### src/rtl/uart_tx.sv
// Single-entry buffered UART transmitter: one byte per valid/ready handshake, shifted out LSB-first.
// Load into the shifter one cycle after acceptance; tx_ready is low while the holding register is full, and offered bytes are dropped (tx_drop).
module uart_tx #(
  parameter int CLK_FREQ  = 50_000_000,
  parameter int BAUD      = 115_200,
  parameter int PARITY    = 0,
  parameter int STOP_BITS = 1
) (
  input  logic       clk,
  input  logic       rst,
  input  logic [7:0] tx_data,
  input  logic       tx_valid,
  output logic       tx_ready,
  output logic       txd,
  output logic       busy,
  output logic       tx_drop
);

  localparam int DIV = CLK_FREQ / BAUD;
  localparam int CW  = (DIV > 1) ? $clog2(DIV) : 1;
  localparam logic [CW-1:0] CNT_TOP = CW'(DIV - 1);

  typedef enum logic [2:0] {IDLE, START, DATA, PAR, STOP} state_t;

  state_t        state, state_nxt;
  logic [CW-1:0] baud_cnt, baud_cnt_nxt;
  logic [2:0]    bit_idx, bit_idx_nxt;
  logic          stop_idx, stop_idx_nxt;
  logic [7:0]    frame_dat;
  logic [7:0]    hold_dat;
  logic          hold_full;
  logic          txd_nxt;
  logic          load;
  logic          accept;
  logic          bit_end;
  logic          stop_last;
  logic          par_bit;

  // tx_ready is the registered "holding register empty" flag itself.
  assign hold_full = ~tx_ready;
  assign accept    = tx_valid & tx_ready;
  assign bit_end   = (baud_cnt == '0);
  assign stop_last = (STOP_BITS == 2) ? stop_idx : 1'b1;
  assign par_bit   = (PARITY == 2) ? ~^frame_dat : ^frame_dat;
  assign busy      = (state != IDLE) | hold_full;

  always_comb begin
    state_nxt    = state;
    baud_cnt_nxt = bit_end ? baud_cnt : baud_cnt - 1'b1;
    bit_idx_nxt  = bit_idx;
    stop_idx_nxt = stop_idx;
    txd_nxt      = txd;
    load         = 1'b0;

    case (state)
      IDLE: begin
        txd_nxt = 1'b1;
        if (hold_full) load = 1'b1;
      end
      START: begin
        if (bit_end) begin
          state_nxt    = DATA;
          baud_cnt_nxt = CNT_TOP;
          bit_idx_nxt  = 3'd0;
          txd_nxt      = frame_dat[0];
        end
      end
      DATA: begin
        if (bit_end) begin
          baud_cnt_nxt = CNT_TOP;
          if (bit_idx == 3'd7) begin
            if (PARITY != 0) begin
              state_nxt = PAR;
              txd_nxt   = par_bit;
            end else begin
              state_nxt    = STOP;
              stop_idx_nxt = 1'b0;
              txd_nxt      = 1'b1;
            end
          end else begin
            bit_idx_nxt = bit_idx + 3'd1;
            txd_nxt     = frame_dat[bit_idx_nxt];
          end
        end
      end
      PAR: begin
        if (bit_end) begin
          state_nxt    = STOP;
          baud_cnt_nxt = CNT_TOP;
          stop_idx_nxt = 1'b0;
          txd_nxt      = 1'b1;
        end
      end
      STOP: begin
        if (bit_end) begin
          if (stop_last) begin
            // A waiting byte starts immediately so packets go out gap-free.
            if (hold_full) begin
              load = 1'b1;
            end else begin
              state_nxt = IDLE;
              txd_nxt   = 1'b1;
            end
          end else begin
            stop_idx_nxt = 1'b1;
            baud_cnt_nxt = CNT_TOP;
          end
        end
      end
      default: begin
        state_nxt = IDLE;
        txd_nxt   = 1'b1;
      end
    endcase

    if (load) begin
      state_nxt    = START;
      baud_cnt_nxt = CNT_TOP;
      bit_idx_nxt  = 3'd0;
      txd_nxt      = 1'b0;
    end
  end

  always_ff @(posedge clk or posedge rst) begin
    if (rst) begin
      state     <= IDLE;
      baud_cnt  <= '0;
      bit_idx   <= 3'd0;
      stop_idx  <= 1'b0;
      frame_dat <= 8'h00;
      hold_dat  <= 8'h00;
      tx_ready  <= 1'b1;
      txd       <= 1'b1;
      tx_drop   <= 1'b0;
    end else begin
      state    <= state_nxt;
      baud_cnt <= baud_cnt_nxt;
      bit_idx  <= bit_idx_nxt;
      stop_idx <= stop_idx_nxt;
      txd      <= txd_nxt;
      tx_drop  <= tx_valid & ~tx_ready;
      // Accept needs an empty holding register, so it never coincides with load.
      if (load) begin
        frame_dat <= hold_dat;
        tx_ready  <= 1'b1;
      end else if (accept) begin
        hold_dat <= tx_data;
        tx_ready <= 1'b0;
      end
    end
  end

endmodule

### config.mk
export PLATFORM = sky130hd
export DESIGN_NAME = uart_tx
export DESIGN_NICKNAME = d
export VERILOG_FILES = /design/src/rtl/uart_tx.sv
export SDC_FILE = /design/constraint.sdc
export NUM_CORES = 1
export LEC_CHECK = 0
export ABC_AREA = 1
export CORE_MARGIN = 2
export CORE_UTILIZATION = 50
export CTS_BUF_LIST = sky130_fd_sc_hd__clkbuf_4
export DETAILED_ROUTE_END_ITERATION = 16
export GPL_ROUTABILITY_DRIVEN = 0
export PLACE_DENSITY = 0.7
export RECOVER_POWER = 50
export SYNTH_ARGS = -nofsm -noshare
export SYNTH_HDL_FRONTEND = slang
export SYNTH_SLANG_ARGS = --single-unit
### constraint.sdc
create_clock -name clk -period 1.85 [get_ports clk]
set_input_delay 0.185 -clock clk [delete_from_list [all_inputs] [get_ports clk]]
set_output_delay 0.185 -clock clk [all_outputs]
set_load 0.02 [all_outputs]
After elaboration in Yosys (flattened, before gate mapping) --
Index checks and enable logic that the tools add are counted.
Word-level totals: register bits 34, latch bits 0, RAM bits 0, bits in read-only memories 0, input bits 11, logic and storage cells 71, memories 0
Cells by class: add/sub/neg operators 2, multiply operators 0, divide/modulo/power cells 0, $lt $le $gt $ge 1, eq/ne operators 13, shift-type cells 0, multiplexer cells 32, bitwise logic cells 5, reductions and logical operators 10
Operator list (number):
- $mux 9 | 4
- $mux 3 | 11
- $ne 3x3->1 const B | 7
- $pmux 3 s5 | 1
- $mux 1 | 12
- $logic_not 9->1 | 1
- $sub 9x1->9 const B | 1
- $reduce_and 7->1 | 1
- $eq 3x2->1 const B | 2
- $eq 3x3->1 const B | 2
- $pmux 3 s2 | 1
- $reduce_bool 3->1 | 2
- $reduce_and 5->1 | 1
- $lt 3x4->1 const B | 1
- $pmux 1 s4 | 1
- $reduce_and 4->1 | 1
- $add 3x1->3 const B | 1
- $bmux 1 s3 | 1
- $eq 3x1->1 const B | 1
- $logic_not 3->1 | 1
- $reduce_or 3->1 | 1
- $and 1x1->1 | 2
- $ne 2x2->1 const B | 1
- $not 1->1 | 2
- other kinds (4) | 4

Logic depth before layout (Yosys ltp) --
depth after elaboration 7, gate-level depth with buffers 10, depth with buffers taken out 10

Worst setup path after synthesis --
OpenSTA, ideal clock, no wires.
path type reg2reg, from register baud_cnt[0], to register baud_cnt[0], setup time 0.131 ns, data arrival time 1.535 ns, required time 1.719 ns, setup slack 0.184 ns, stages on the path, launching flop included 10, period minus slack after synthesis 1.666 ns, path through dfrtp_1 > inv_1 > ha_1 > nand2_2 > nor2_4 > nand3_4 > buf_6 > ha_1 > nand2_1 > o211ai_1
Between the ends: longest elaborated chain between the ends 5
Ends and longest elaborated chain:
- start: declaration | line 26 | logic [CW-1:0] baud_cnt, baud_cnt_nxt;
- start signal: assignment | line 137 | baud_cnt <= baud_cnt_nxt;
- $sub 9x1->9 / $logic_not 9->1 (equally long branches) | line 49, 42
- $mux 9 | line 49 | baud_cnt_nxt = bit_end ? baud_cnt : baud_cnt - 1'b1;
- $mux 9 | line 61, 69, 87
- $mux 9
- $mux 9 * | line 116 | if (load) begin
- via baud_cnt_nxt[0] | line 26
The timed path passes the listed nets; every way through them passes the cells marked *. A chain may end at the register's enable or synchronous reset.

Final worst setup path --
from register tx_ready, to output port tx_ready
RTL lines:
- start: declaration | line 13 | output logic tx_ready,
- start signal: assignment | line 132 | tx_ready <= 1'b1;
- start signal: assignment | line 145 | tx_ready <= 1'b1;
- start signal: assignment | line 148 | tx_ready <= 1'b0;
No word-level cell between the ends.

==> key figures <==
Run status
  – Outcome: finished, final reports clean

Synthesis
  – Sequential share of the synthesized area: between 40% and 50%
  – Area contributors post-synth: dfrtp_1 (44%), nand2_1 (14%), inv_1 (6.8%)
  – Post-Syn Area: approximately 0.0018 mm^2
  – Distinct cells, synth: 24
  – Cell taking the most area after synthesis: dfrtp_1
  – Main synth FF type: dfrtp_1
  – Top-area cell type share of the netlist area: 44.2%
  – Syn_area_per_cell: 8.08 um^2
  – Number of flops mapped to enable cells by yosys: 0
  – Fraction of registers with async set or reset after synthesis: 100%
  – Synth warn: 0
  – Synthesis-stage register bit count: 34
  – Gate Count Post-Synth: approximately 220
  – Synthesized net count: 239

Global route
  – Initial antenna violation count: 0
  – Vias in the first global route: ~1300
  – First-pass GRT wire length: approximately 5.7 mm
  – GR Util All Layers: 17.7%
  – Total grt overflow: 0
  – Largest net degree at the start of global routing: 35

STA
  – Final Max Slew Viols: 0
  – Fin Setup TNS: 0 ps
  – FMAX: 565 MHz
  – Final setup vio count: 0
  – RSZ-0062 raised after global routing: no
  – Worst-margin pin slew: 812 ps
  – Final hold vios: 0
  – Skew final: 9.26 ps
  – Period utilisation layout: 95.7%
  – Max-Slew Margin vs Limit: about 46%
  – Min Tclk post-route: 1770 ps

Pwr
  – Leak: 1.09 nW
  – VDD IR-drop max: 0.797 mV
  – Pwr per Cell Area: 1560 mW/mm^2

Finish
  – Ant. Diodes: 0
  – Ratio of cells with drive above 1 in the final layout: 15.2%
  – Filler Cell Count: ~330
  – Reg area: roughly 850 um^2
  – Layout area overhead: 12.9%
  – Area occupied by multi-input gates: 778 um^2
  – Most frequent cells in the layout: nand2_1 (67), inv_1 (33), dfrtp_1 (32)
  – Post-route design area: between 0.002 and 0.0025 mm^2
  – Nets@finish: 258
  – Most common cell after layout, fill and taps aside: nand2_1

Critical path
  – CP delay by family, top: flip-flops
  – Crit Path Max Fanout: 6
  – Crit path max-delay cell type: dfstp_2
  – Critical Path AT: ~1600 ps
  – CP Depth: 1
  – CP max stage delay: 640 ps
  – FF-to-FF setup slack: 200 ps
  – R2R depth: 8
  – WS Path Type: register to output port
  – R2R Path Start: baud_cnt[0]
  – Critical path capture point type: output port
  – WP buf/inv: 1
  – Reg2reg end: baud_cnt[0]
  – Worst EP required: 1660 ps
  – Critical path cell sequence: clkdlybuf4s50_1
  – Nature of the critical path startpoint: register

Detailed routing
  – Final wirelength: 3.01 mm
  – Antenna Violating Nets Remaining: 0
  – DRT Pass-1 Iters: 4
  – Drt drc: 0
  – DR vias: ~1400
  – Vias/cell: 4.77
  – DR iter-0 viols: 55
  – DR WL/cell: approximately 10 um

Floorplan
  – Rows: 21
  – Die Height: 64.2 um
  – Num ports: 15
  – Die area: just over 0.004 mm^2
  – Die width: between 60 and 70 um
  – Placeable Area: 0.00342 mm^2
  – Initial Utilization: 53.0%

Place
  – DP Area: 0.00199 mm^2
  – Post-DP HPWL: around 2.2 mm
  – Port bufs: 14

Hold path
  – Worst Min Path Start: tx_data[2]
  – Hold Crit Class: input pin to register
  – WHS Path Cells: 3
  – WHS Endpoint: hold_dat[2]

CTS
  – Clock Sink Count: 34
  – Hold_buf cts: 0
  – Root Driver: clkbuf_4
  – Worst-Skew Late Latency: 320 ps
  – CTS tree: yes
  – TritonCTS buffer count: 5
  – Postcts setup bufs: 0
  – H-tree depth: 2
  – Clock Pin Slew Worst Setup and Hold Paths: ~100 ps
  – CTS max path bufs: 2

Job
  – Max Cap Viol: 0
## stage by stage
step	hold WS [ps]	util, %	std cells	power (mW)	setup slack, ps
after floorplan	307	-	224	2.49	184
after global placement	456	58.1	282	2.76	222
after detailed placement	461	58.1	282	2.80	159
after CTS	248	59.7	290	3.20	53.7
after global routing	443	59.9	290	3.54	20.1
final	431	59.9	290	3.19	79.1
## synthesized netlist by cell type, types with 2 or more instances
| master | number |
|---|---|
| nand3_2 | 5 |
| nor2_4 | 2 |
| buf_6 | 3 |
| o21ai_1 | 2 |
| dfstp_2 | 2 |
| inv_1 | 33 |
| ha_1 | 4 |
| nor2_1 | 20 |
| xor2_1 | 2 |
| nand4_1 | 6 |
| nand2_4 | 2 |
| nand3_1 | 17 |
| nand2_2 | 2 |
| a21oi_1 | 7 |
| mux2_2 | 3 |
| dfrtp_1 | 32 |
| o21ai_2 | 4 |
| nand2_1 | 67 |
| inv_2 | 6 |
## what timing repair did
item	4_1_cts	5_1_grt
cloned	0	0
pin swaps	0	0
endpoints found under the setup margin	1	5
resized for setup	1	1
## state kept, by name, indices dropped and copies added, names as in the netlist
register   flops
txd            1
baud_cnt       9
tx_drop        1
tx_ready       1
frame_dat      8
hold_dat       8
bit_idx        3
state          3
## where the power goes
group	switching, mW	internal, mW
clock	0.236	0.157
combinational	0.912	0.583
sequential	0.227	1.07
total	1.37	1.81
## metal layers
| layer | global-route usage [%] | part of all wire (%) | wire length, um |
|---|---|---|---|
| met1 | 22.6 | 47 | 1430 |
| met2 | 28.9 | 48 | 1450 |
| met3 | 3.70 | 3.4 | 102 |
| met4 | 7.71 | 0.83 | 25 |
| met5 | 0 | 0 | 0 |
## worst max path at each step
| stage | startpoint | endpoint | slack (ps) |
|---|---|---|---|
| after floorplan | baud_cnt[0] | baud_cnt[0] | 180 |
| after global placement | baud_cnt[0] | frame_dat[2] | 220 |
| after detailed placement | baud_cnt[0] | frame_dat[0] | 160 |
| after CTS | tx_ready | tx_ready | 50 |
| after global routing | tx_ready | tx_ready | 20 |
| final | tx_ready | tx_ready | 80 |
## cell families (layout without fill, tap and decap cells)
logic type / count (synthesis) / count (layout) / share of synthesized area, %
and+or+nand+nor: 123 / 123 / 32.1
buffers and inverters: 44 / 64 / 10.4
DFF: 34 / 34 / 47.1
AOI/OAI and AO/OA: 14 / 14 / 4.84
adders and majority gates: 4 / 4 / 2.76
muxes: 3 / 3 / 1.87
xor gates and xnor gates: 2 / 2 / 0.968
## layout make-up
type | count | area share [%]
Multi-Input combinational cell | 146 | 38.1
Sequential cell | 34 | 41.7
Tap cell | 46 | 2.82
Clock inverter | 2 | 0.428
Timing Repair Buffer | 16 | 7.41
Inverter | 40 | 7.34
Clock buffer | 6 | 2.20
No activity file was read; power rests on OpenSTA's default activity.
